$ cat src/rtl/binary16_accumulator.sv
// Reduces a valid/ready packet of binary16 values to one sum by feeding pairs from an operand
// pool into an external pipelined adder and recycling its results until one value remains.
module binary16_accumulator #(
  parameter int unsigned POOL_DEPTH = 8,
  parameter int unsigned CNT_W      = 16
) (
  input  logic             clk_in,
  input  logic             rst,
  input  logic [15:0]      in_data,
  input  logic             in_valid,
  input  logic             in_last,
  output logic             in_ready,
  output logic [15:0]      add_a,
  output logic [15:0]      add_b,
  output logic             add_valid,
  input  logic [15:0]      add_result,
  input  logic             add_result_valid,
  output logic [15:0]      sum_out,
  output logic [CNT_W-1:0] sum_count,
  output logic             sum_valid,
  input  logic             sum_ready,
  output logic             err_overflow
);

  localparam int unsigned CW    = $clog2(POOL_DEPTH + 1);
  localparam logic [CW:0] Depth = (CW + 1)'(POOL_DEPTH);

  logic [15:0]      pool_q [POOL_DEPTH];
  logic [15:0]      pool_d [POOL_DEPTH];
  logic [15:0]      ext    [POOL_DEPTH + 2];
  logic [CW-1:0]    cnt_q, cnt_d, fly_q, fly_d, pops, n;
  logic [CW:0]      tokens;
  logic             last_seen_q, sum_valid_q, add_valid_q, err_q;
  logic [15:0]      add_a_q, add_b_q, sum_q;
  logic [CNT_W-1:0] elem_q, sum_count_q;
  logic             issue, done, ret_ok, accept, ovf;

  assign tokens   = {1'b0, cnt_q} + {1'b0, fly_q};
  // Gated by rst so every output reads 0 while reset is held.
  assign in_ready = !rst && !last_seen_q && !sum_valid_q && (tokens < Depth);
  assign accept   = in_valid && in_ready;
  assign issue    = cnt_q >= CW'(2);
  assign done     = last_seen_q && (cnt_q == CW'(1)) && (fly_q == '0) && !sum_valid_q;
  assign ret_ok   = add_result_valid && (fly_q != '0);

  always_comb begin
    for (int i = 0; i < POOL_DEPTH; i++) ext[i] = pool_q[i];
    ext[POOL_DEPTH]     = '0;
    ext[POOL_DEPTH + 1] = '0;
    pops = issue ? CW'(2) : (done ? CW'(1) : '0);
    for (int i = 0; i < POOL_DEPTH; i++) begin
      if (issue)     pool_d[i] = ext[i + 2];
      else if (done) pool_d[i] = ext[i + 1];
      else           pool_d[i] = pool_q[i];
    end
    n   = cnt_q - pops;
    ovf = 1'b0;
    // Result is appended before the input element.
    if (ret_ok) begin
      if ({1'b0, n} < Depth) begin
        for (int i = 0; i < POOL_DEPTH; i++) if (CW'(i) == n) pool_d[i] = add_result;
        n = n + CW'(1);
      end else begin
        ovf = 1'b1;
      end
    end
    if (accept) begin
      if ({1'b0, n} < Depth) begin
        for (int i = 0; i < POOL_DEPTH; i++) if (CW'(i) == n) pool_d[i] = in_data;
        n = n + CW'(1);
      end else begin
        ovf = 1'b1;
      end
    end
    cnt_d = n;
    fly_d = fly_q;
    if (issue && !ret_ok)      fly_d = fly_q + CW'(1);
    else if (!issue && ret_ok) fly_d = fly_q - CW'(1);
  end

  always_ff @(posedge clk_in or posedge rst) begin
    if (rst) begin
      for (int i = 0; i < POOL_DEPTH; i++) pool_q[i] <= '0;
      cnt_q       <= '0;
      fly_q       <= '0;
      last_seen_q <= 1'b0;
      elem_q      <= '0;
      add_valid_q <= 1'b0;
      add_a_q     <= '0;
      add_b_q     <= '0;
      sum_valid_q <= 1'b0;
      sum_q       <= '0;
      sum_count_q <= '0;
      err_q       <= 1'b0;
    end else begin
      for (int i = 0; i < POOL_DEPTH; i++) pool_q[i] <= pool_d[i];
      cnt_q       <= cnt_d;
      fly_q       <= fly_d;
      add_valid_q <= issue;
      if (issue) begin
        add_a_q <= pool_q[0];
        add_b_q <= pool_q[1];
      end
      if (ovf || (add_result_valid && (fly_q == '0))) err_q <= 1'b1;
      if (sum_valid_q && sum_ready) begin
        sum_valid_q <= 1'b0;
        last_seen_q <= 1'b0;
        elem_q      <= '0;
      end else begin
        if (done) begin
          sum_valid_q <= 1'b1;
          sum_q       <= pool_q[0];
          sum_count_q <= elem_q;
        end
        if (accept) begin
          if (elem_q != '1) elem_q <= elem_q + CNT_W'(1);
          if (in_last)      last_seen_q <= 1'b1;
        end
      end
    end
  end

  assign add_a        = add_a_q;
  assign add_b        = add_b_q;
  assign add_valid    = add_valid_q;
  assign sum_out      = sum_q;
  assign sum_count    = sum_count_q;
  assign sum_valid    = sum_valid_q;
  assign err_overflow = err_q;

endmodule

$ cat config.mk
export PLATFORM = sky130hd
export DESIGN_NAME = binary16_accumulator
export DESIGN_NICKNAME = d
export VERILOG_FILES = /design/src/rtl/binary16_accumulator.sv
export SDC_FILE = /design/constraint.sdc
export NUM_CORES = 1
export LEC_CHECK = 0
export BUFFER_PORTS_ARGS = -buffer_cell sky130_fd_sc_hd__clkbuf_2
export CAP_MARGIN = 10
export CORE_ASPECT_RATIO = 1.75
export CORE_MARGIN = 2
export CORE_UTILIZATION = 40
export CTS_CLUSTER_SIZE = 24
export DETAILED_ROUTE_END_ITERATION = 12
export PLACE_DENSITY = 0.57
export SETUP_SLACK_MARGIN = 0.15
export SYNTH_ARGS = -nofsm -noshare
export SYNTH_HDL_FRONTEND = slang
export SYNTH_SLANG_ARGS = --single-unit
export TNS_END_PERCENT = 30
$ cat constraint.sdc
create_clock -name clk_in -period 10.4 [get_ports clk_in]
set_input_delay 2.08 -clock clk_in [delete_from_list [all_inputs] [get_ports clk_in]]
set_output_delay 2.08 -clock clk_in [all_outputs]
set_load 0.01 [all_outputs]
## Word level (Yosys, flattened, before mapping)

Index checks and enable logic that the tools add are counted.

| operators by class | value |
|---|---|
| $add $sub $neg | 7 |
| bitwise gates (word level) | 1 |
| equality and inequality tests | 16 |
| $lt $le $gt $ge | 4 |
| muxes and demuxes | 56 |
| reduce and logical (&&, ||, !) cells | 30 |

Operator list:

| cell | number |
|---|---|
| $mux 16 | 35 |
| $mux 128 | 4 |
| $eq 3x4->1 const A | 8 |
| $mux 4 | 6 |
| $add 16x1->16 const B | 1 |
| $eq 2x4->1 const A | 4 |
| $ne 16x16->1 const B | 1 |
| $add 4x1->4 const B | 3 |
| $logic_and 1x1->1 | 12 |
| $logic_not 4->1 | 3 |
| $mux 1 | 10 |
| $reduce_bool 2->1 | 5 |
| $eq 1x4->1 const A | 2 |
| $lt 4x4->1 const B | 2 |
| $reduce_and 2->1 | 3 |
| $add 4x4->5 | 1 |
| $logic_not 1->1 | 5 |
| $lt 5x4->1 const B | 1 |
| $eq 4x1->1 const B | 1 |
| $ge 4x2->1 const B | 1 |
| $reduce_bool 4->1 | 1 |
| $sub 4x1->4 const B | 1 |
| $sub 4x2->4 | 1 |
| $mux 2 | 1 |
| 2 further kinds | 2 |

| storage, ports and cells | value |
|---|---|
| flip-flop bits (word level) | 220 |

## Depth between registers and ports, before layout

Gate-level depths: netlist of the first run.

| depth | value |
|---|---|
| word-level depth | 14 |
| depth in mapped cells | 18 |
| mapped depth without buffers | 14 |

## Worst setup path after synthesis of the first run

OpenSTA, ideal clock, no wires.

| path | value |
|---|---|
| kind | input to output |
| start point | in rst |
| end point | out in_ready |
| data arrival time | 2617 ps |
| path slack | 5703 ps |
| stages | 2 |
| cell sequence | nor4_2 > o211a_1 |

| on the way | value |
|---|---|
| word-level cells in the longest chain between the ends | 4 |

Ends and longest elaborated chain:

| what | RTL line | text |
|---|---|---|
| start, declared | 8 | `input logic rst,` |
| $logic_not 1->1 (no source line) | -- |  |
| $logic_and 1x1->1 (3 in series) | 40 | `assign in_ready = !rst && !last_seen_q && !sum_valid_q && (tokens < Depth);` |
| end, declared | 12 | `output logic in_ready,` |

Every way passes these cells.

==> flow_metrics.py, run 1 <==
metrics = {
    "cts": {
        "numCtsBuffers": 23,
        "cts.sink_count": 220,
        "ctsLongestPathBuffers": 3,
        "cts.hold.buffers_added": 0,
        "cts_resized": 0,
        "worst_skew_pair.late_latency_ns": 0.55,
        "clock_tree.root_cell": "sky130_fd_sc_hd__clkbuf_16",
        "post_cts.repair.setup_buffers": 0,
        "h_tree_depth": 1,
        "clkSlewWorstSetupHoldPaths_ns": 0.07,
        "tritoncts": "yes",
    },
    "grt": {
        "wire_length_of_the_first_global_routing_pass_um": 60300,
        "grt_start_max_net_pins": 155,
        "first_global_vias": 10600,
        "initial_antenna_violation_count": 2,
        "grt_util_all_layers_pct": 23.1,
        "globalRouteOverflowTotal": 0,
    },
    "placement": {
        "port_buffers": 105,
        "place_worst_setup_slack_ns": 4.02,
        "globalplace.congestion": 0.841,
        "dp_hpwl_um": 25500,
    },
    "cells_and_area": {
        "finish.net_count": 1463,
        "share_of_layout_cells_above_drive_strength_1_pct": 20.2,
        "syn_to_final_growth_pct": 11.7,
        "fin_util_pct": 45.6,
    },
    "timing": {
        "final.min_clock_period_ns": 6.37,
        "min_period_over_period_pct": 61.3,
        "finalWorstSetupSlack_ns": 4.03,
        "max-slew-margin-rel_pct": 28.9,
        "finClkSkew_ns": 0.0177,
        "timing.final.setup_violations": 0,
        "fmax_mhz": 157,
        "setup_tns_final_ns": 0,
        "slew_viol_final": 0,
        "rsz0062_at_grt": "false",
        "final-hold-violation-count": 0,
        "worst_max_slew_pin_slew_ns": 1.06,
    },
    "setup_path": {
        "cpMaxStageDelayCell": "sky130_fd_sc_hd__nor2_4",
        "cp_data_arrival_time_ns": 6.82,
        "path_buf_inv": 3,
        "setup.worst_path.end_class": "flip-flop",
        "crit_path_cell_trace": "nor3_4 -> buf_12 -> inv_4 -> nor2_4 -> ha_1 -> fa_1 -> inv_1 -> ha_1 -> nand2_1 -> o31ai_2 -> o21a_1 -> nand3_2 -> a21oi_1",
        "dominant_delay_contributor_by_cell_family_on_the_critical_path": "simple AND/OR/NAND/NOR gates",
        "category_of_the_most_critical_setup_path": "flip-flop to flip-flop",
        "cp_slowest_stage_delay_ns": 0.93,
        "worst_setup_path_start_kind": "flip-flop",
        "crit_top_cell": "sky130_fd_sc_hd__ha_1",
        "worst-endpoint-required_ns": 10.85,
        "worstPathMaxFanout": 154,
    },
    "synth": {
        "asyncSetResetFlopFracSynth_pct": 100,
        "postSynthRegisterBits": 220,
        "synthDistinctLibCells": 58,
        "synth_enable_flop_cells": 0,
        "postSynthNetCount": 1425,
        "ys.warnings.count": 0,
        "synth_cells": 1368,
        "ys_dominant_reg_cell": "sky130_fd_sc_hd__dfrtp_1",
        "netlist_area_sq_um": 12600,
        "postSynthAreaPerCell_sq_um": 9.19,
        "synth.yosys.seq_area_share_pct": 43.8,
    },
    "power_and_ir_drop": {
        "vdd_ir_drop_max_mv": 0.188,
        "power.leakage_nw": 6.89,
        "power_density_nw_per_um2": 286,
    },
    "drt": {
        "drt_wl_total_um": 38800,
        "detail_route.wl_per_cell_um": 21.4,
        "via_count": 10400,
        "post_drt_via_cell_ratio": 5.71,
        "drtPass1Iterations": 5,
        "initialDrtViolationCount": 585,
        "drt_drc_violations_left": 0,
        "drt.antenna.violating_nets": 0,
    },
    "die": {
        "floorplan.die_area_sq_um": 32900,
        "row_count": 85,
        "initial_util_pct": 40.8,
        "fp.dieW_um": 138,
        "core-area_sq_um": 30800,
        "ioPinCount": 106,
        "die-height_um": 239,
    },
    "run": {
        "maxCapViolCount": 0,
    },
    "worst_hold_path": {
        "holdCritPathClass": "flip-flop to flip-flop",
    },
    "run_status": {
        "outcome": "completed",
    },
}
per-stage QoR:
stage / total power [W] / area [sq um] / hold WS [ns] / cells
after floorplan: 0.00266 / 12600 / 0.462 / 1368
after global placement: 0.00311 / 13300 / 0.454 / 1772
after detailed placement: 0.00316 / 13300 / 0.457 / 1772
after CTS: 0.00405 / 14000 / 0.472 / 1814
after global routing: 0.00430 / 14000 / 0.488 / 1816
final: 0.00402 / 14000 / 0.464 / 1816
cell families after synthesis:
| kind of cell | Yosys count | synth area share, % |
|---|---|---|
| simple gates | 450 | 15.3 |
| xor+xnor | 22 | 1.59 |
| fa+ha+maj | 19 | 2.01 |
| buf+inv | 130 | 4.92 |
| mux | 183 | 16.2 |
| flops | 220 | 43.8 |
| compound gates | 344 | 16.3 |
worst register-to-register path: stages (launching register included):
cell                      delay, ns
sky130_fd_sc_hd__dfrtp_1       0.52
sky130_fd_sc_hd__nor3_4        0.25
sky130_fd_sc_hd__buf_12        0.53
sky130_fd_sc_hd__inv_4         0.55
sky130_fd_sc_hd__nor2_4        0.96
sky130_fd_sc_hd__ha_1          0.35
sky130_fd_sc_hd__fa_1          0.52
sky130_fd_sc_hd__inv_1         0.13
sky130_fd_sc_hd__ha_1          0.15
sky130_fd_sc_hd__nand2_1       0.19
sky130_fd_sc_hd__o31ai_2       0.53
sky130_fd_sc_hd__o21a_1        0.76
sky130_fd_sc_hd__nand3_2       0.54
sky130_fd_sc_hd__a21oi_1       0.30
registers in the layout, summed over array words and instances, names as in the netlist, 4 cells and up:
register and flops:
add_b 16, sum_count 16, fly_q 4, cnt_q 4, ext 128, elem_q 16, add_a 16, sum_out 16
routing by layer:
metal	routed length, um	up-vias	track usage [%]
met1	13400	5150	23.8
met3	1470	116	2.74
met4	2330	0	13.7
li1	-	4830	-
met2	21600	266	44.2
met5	0	-	0
worst paths after layout:
| kind | from | to | slack, ns | depth (start not counted) |
|---|---|---|---|---|
| max | cnt_q[2] | ext[47] | 4.03 | 13 |
| min | add_a[8] | add_a[8] | 0.46 | 2 |
| max reg2reg | cnt_q[2] | ext[47] | 4.03 | 13 |
| min reg2reg | add_a[8] | add_a[8] | 0.46 | 2 |
| max in group asynchronous | rst | add_a[7] | 7.32 | 3 |
| min in group asynchronous | rst | fly_q[2] | 1.66 | 2 |
cell usage after synthesis, types with 2 or more instances:
cell type                   instances  share of area, %
sky130_fd_sc_hd__o2111ai_1          4              0.28
sky130_fd_sc_hd__mux2_4            20               2.4
sky130_fd_sc_hd__clkbuf_1          57               1.7
sky130_fd_sc_hd__a2bb2oi_1         16               1.1
sky130_fd_sc_hd__o21ai_0           40               1.6
sky130_fd_sc_hd__dfrtp_1          220                44
sky130_fd_sc_hd__and4_1             2              0.14
sky130_fd_sc_hd__or3_1              4              0.20
sky130_fd_sc_hd__mux2_2            82               7.3
sky130_fd_sc_hd__and2_1             2             0.099
sky130_fd_sc_hd__buf_1             18              0.54
sky130_fd_sc_hd__nor3_1             7              0.28
sky130_fd_sc_hd__nand4_1           12              0.60
sky130_fd_sc_hd__buf_6             10              0.90
sky130_fd_sc_hd__nor2_8             4              0.64
sky130_fd_sc_hd__nand3_1            6              0.24
sky130_fd_sc_hd__xnor2_1            9              0.63
sky130_fd_sc_hd__and3_1            16              0.80
sky130_fd_sc_hd__buf_2             20              0.80
sky130_fd_sc_hd__xor2_1            12              0.84
sky130_fd_sc_hd__nand2_1          243               7.3
sky130_fd_sc_hd__buf_4              5              0.30
sky130_fd_sc_hd__o2bb2ai_1         37               2.6
sky130_fd_sc_hd__nor2_1           145               4.3
sky130_fd_sc_hd__ha_1              17               1.7
sky130_fd_sc_hd__inv_1             18              0.54
sky130_fd_sc_hd__a31oi_1            5              0.25
sky130_fd_sc_hd__fa_1               2              0.32
sky130_fd_sc_hd__a21oi_1          216               8.6
sky130_fd_sc_hd__a211oi_1          12              0.72
sky130_fd_sc_hd__mux2i_1           80               6.4
cells in the final DEF, fill, tap and decap left out, drive strengths merged, types with 17 or more instances in the layout:
cell and instances:
nand2 243, inv 21, ha 17, nor2 150, o21ai 41, clkbuf 138, mux2 103, a21oi 216
mux2i 80, o2bb2ai 37, dfrtp 220, buf 19
report_power, final:
part,internal [W],leakage [nW],total [W],switching [W]
Sequential,0.00114,2.90,0.00140,0.000265
Combinational,0.000750,3.61,0.00174,0.000990
Clock,0.000510,0.386,0.000877,0.000368
Total,0.00240,6.89,0.00402,0.00162
area by class of cell:
cell class,instances,area [sq um]
flip-flops and latches,220,5510
fillers,3044,16800
inverters,19,81.3
clock inverters,9,139
repair buffers,124,681
well taps,391,489
diodes,2,5.00
clock buffers,33,643
multi-input cells,1018,6510
No activity file was read; power rests on OpenSTA's default activity.
==> run 2, diff against run 1 <==
Clock period 10.4 ns to 6.3 ns, I/O delays scaled along.
==> flow_metrics.py, run 2 (synthesized netlist as in run 1, its figures left out) <==
metrics = {
    "run_status": {
        "outcome": "completed",
    },
    "placement": {
        "dp_hpwl_um": 24700,
        "globalplace.congestion": 0.838,
        "place_worst_setup_slack_ns": 1.19,
        "port_buffers": 105,
        "placement.cell_area_sq_um": 13300,
    },
    "drt": {
        "drt_drc_violations_left": 0,
        "drt_wl_total_um": 38000,
        "initialDrtViolationCount": 751,
        "post_drt_via_cell_ratio": 5.62,
        "drtPass1Iterations": 5,
        "detail_route.wl_per_cell_um": 20.9,
        "drt.antenna.violating_nets": 0,
        "via_count": 10200,
    },
    "worst_hold_path": {
        "hold-path-endpoint": "add_a[10]",
        "holdCritPathClass": "flip-flop to flip-flop",
        "timing.hold.worst.start": "add_a[10]",
        "min_path_cells": 2,
    },
    "cts": {
        "numCtsBuffers": 23,
        "cts_resized": 0,
        "tritoncts": "yes",
        "clkSlewWorstSetupHoldPaths_ns": 0.06,
        "post_cts.repair.setup_buffers": 0,
        "cts.hold.buffers_added": 0,
        "ctsLongestPathBuffers": 3,
        "clock_tree.root_cell": "sky130_fd_sc_hd__clkbuf_16",
        "cts.sink_count": 220,
        "worst_skew_pair.late_latency_ns": 0.53,
        "h_tree_depth": 1,
    },
    "run": {
        "maxCapViolCount": 0,
    },
    "timing": {
        "setup_tns_final_ns": 0,
        "fmax_mhz": 195,
        "finalWorstSetupSlack_ns": 1.17,
        "slew_viol_final": 0,
        "final-hold-violation-count": 0,
        "worst_max_slew_pin_slew_ns": 1.23,
        "rsz0062_at_grt": "false",
        "finClkSkew_ns": 0.0136,
        "timing.final.setup_violations": 0,
        "min_period_over_period_pct": 81.5,
        "max-slew-margin-rel_pct": 18.3,
        "final.min_clock_period_ns": 5.13,
    },
    "cells_and_area": {
        "largest_register_ff_count": 128,
        "sequential_cell_area_sq_um": 5510,
        "filler_cell_count": 3050,
        "finish.net_count": 1464,
        "most-common-layout-cells": "sky130_fd_sc_hd__nand2_1 (243), sky130_fd_sc_hd__dfrtp_1 (220), sky130_fd_sc_hd__a21oi_1 (216)",
        "multi_input_comb_area_sq_um": 6510,
        "fin_util_pct": 45.4,
        "final_common_cell": "sky130_fd_sc_hd__nand2_1",
        "syn_to_final_growth_pct": 11.4,
        "final_cell_area_sq_um": 14000,
        "share_of_layout_cells_above_drive_strength_1_pct": 20.3,
    },
    "setup_path": {
        "worst_setup_path_start_kind": "flip-flop",
        "setup.worst_path.end_class": "flip-flop",
        "cpMaxStageDelayCell": "sky130_fd_sc_hd__o21a_1",
        "cp_data_arrival_time_ns": 5.58,
        "worstPathMaxFanout": 16,
        "dominant_delay_contributor_by_cell_family_on_the_critical_path": "simple AND/OR/NAND/NOR gates",
        "crit-reg2reg-capture": "ext[32]",
        "crit_path_cell_trace": "or4_1 -> or3_4 -> nor2_4 -> ha_1 -> fa_1 -> inv_1 -> ha_1 -> nand2_1 -> o31ai_2 -> o21a_1 -> nand3_2 -> a21oi_1",
        "cp_slowest_stage_delay_ns": 0.76,
        "category_of_the_most_critical_setup_path": "flip-flop to flip-flop",
        "worst-endpoint-required_ns": 6.75,
        "path_buf_inv": 1,
        "crit_top_cell": "sky130_fd_sc_hd__ha_1",
        "r2r-start": "fly_q[0]",
        "ff2ff_setup_slack_ns": 1.17,
        "depth_of_the_most_critical_reg_to_reg_path": 12,
    },
    "grt": {
        "globalRouteOverflowTotal": 0,
        "grt_util_all_layers_pct": 22.3,
        "initial_antenna_violation_count": 2,
        "first_global_vias": 10300,
        "wire_length_of_the_first_global_routing_pass_um": 58300,
        "grt_start_max_net_pins": 153,
    },
    "die": {
        "floorplan.die_area_sq_um": 32900,
        "fp.dieW_um": 138,
        "row_count": 85,
        "core-area_sq_um": 30800,
        "initial_util_pct": 40.8,
        "die-height_um": 239,
        "ioPinCount": 106,
    },
    "power_and_ir_drop": {
        "power.leakage_nw": 6.87,
        "vdd_ir_drop_max_mv": 0.307,
        "power_density_nw_per_um2": 467,
    },
}
-- run 2: cell types whose count changed in the layout (fill, tap and decap cells not counted), sizes merged --
cell,change
clkinv,-1
diode,-1
buf,+1
clkbuf,+2
inv,-2
bufinv,-2
clkinvlp,+1
-- run 2: per-layer routing --
metal	GRT usage (%)	part of all wire [%]	routed length (um)	vias up
li1	-	-	-	4823
met1	22.9	35	13400	5022
met2	43.3	56	21300	256
met3	2.34	3.3	1250	99
met4	12.6	5.4	2030	2
met5	0	0.034	13	-
-- run 2: layout make-up --
type,count,share of cell area [%]
antenna,1,0.0179
clock inverter,5,0.384
inverter,19,0.554
timing repair buffer,125,4.91
tap,391,3.49
sequential,220,39.3
multi-input combinational,1018,46.5
clock buffer,35,4.86
-- run 2: worst max path at each step --
stage | startpoint | depth (start not counted) | to
6_report | fly_q[0] | 12 | ext[32]
5_1_grt | fly_q[1] | 12 | ext[32]
4_1_cts | fly_q[1] | 12 | ext[47]
3_5_place_dp | fly_q[1] | 12 | ext[47]
3_3_place_gp | fly_q[1] | 12 | ext[47]
2_1_floorplan | fly_q[1] | 18 | ext[102]
-- run 2: worst reg2reg max path, delay by kind of cell, from the launching register on --
kind                       cells  cell delay, ns
and+or+nand+nor                5            2.03
AOI/OAI and AO/OA              3            1.59
adders and majority gates      3            0.86
DFF                            1            0.45
buffers and inverters          1            0.12
-- run 2: per-stage QoR --
stage	total power [W]	hold WS [ns]	std cells
after global routing	0.00698	0.494	1814
after floorplan	0.00440	0.462	1368
after CTS	0.00658	0.470	1813
after global placement	0.00512	0.451	1773
final	0.00654	0.464	1814
after detailed placement	0.00519	0.456	1773
-- run 2: power breakdown --
group / internal, W / switching (W) / total, W
sequential: 0.00188 / 0.000428 / 0.00231
combinational: 0.00124 / 0.00163 / 0.00286
clock: 0.000783 / 0.000584 / 0.00137
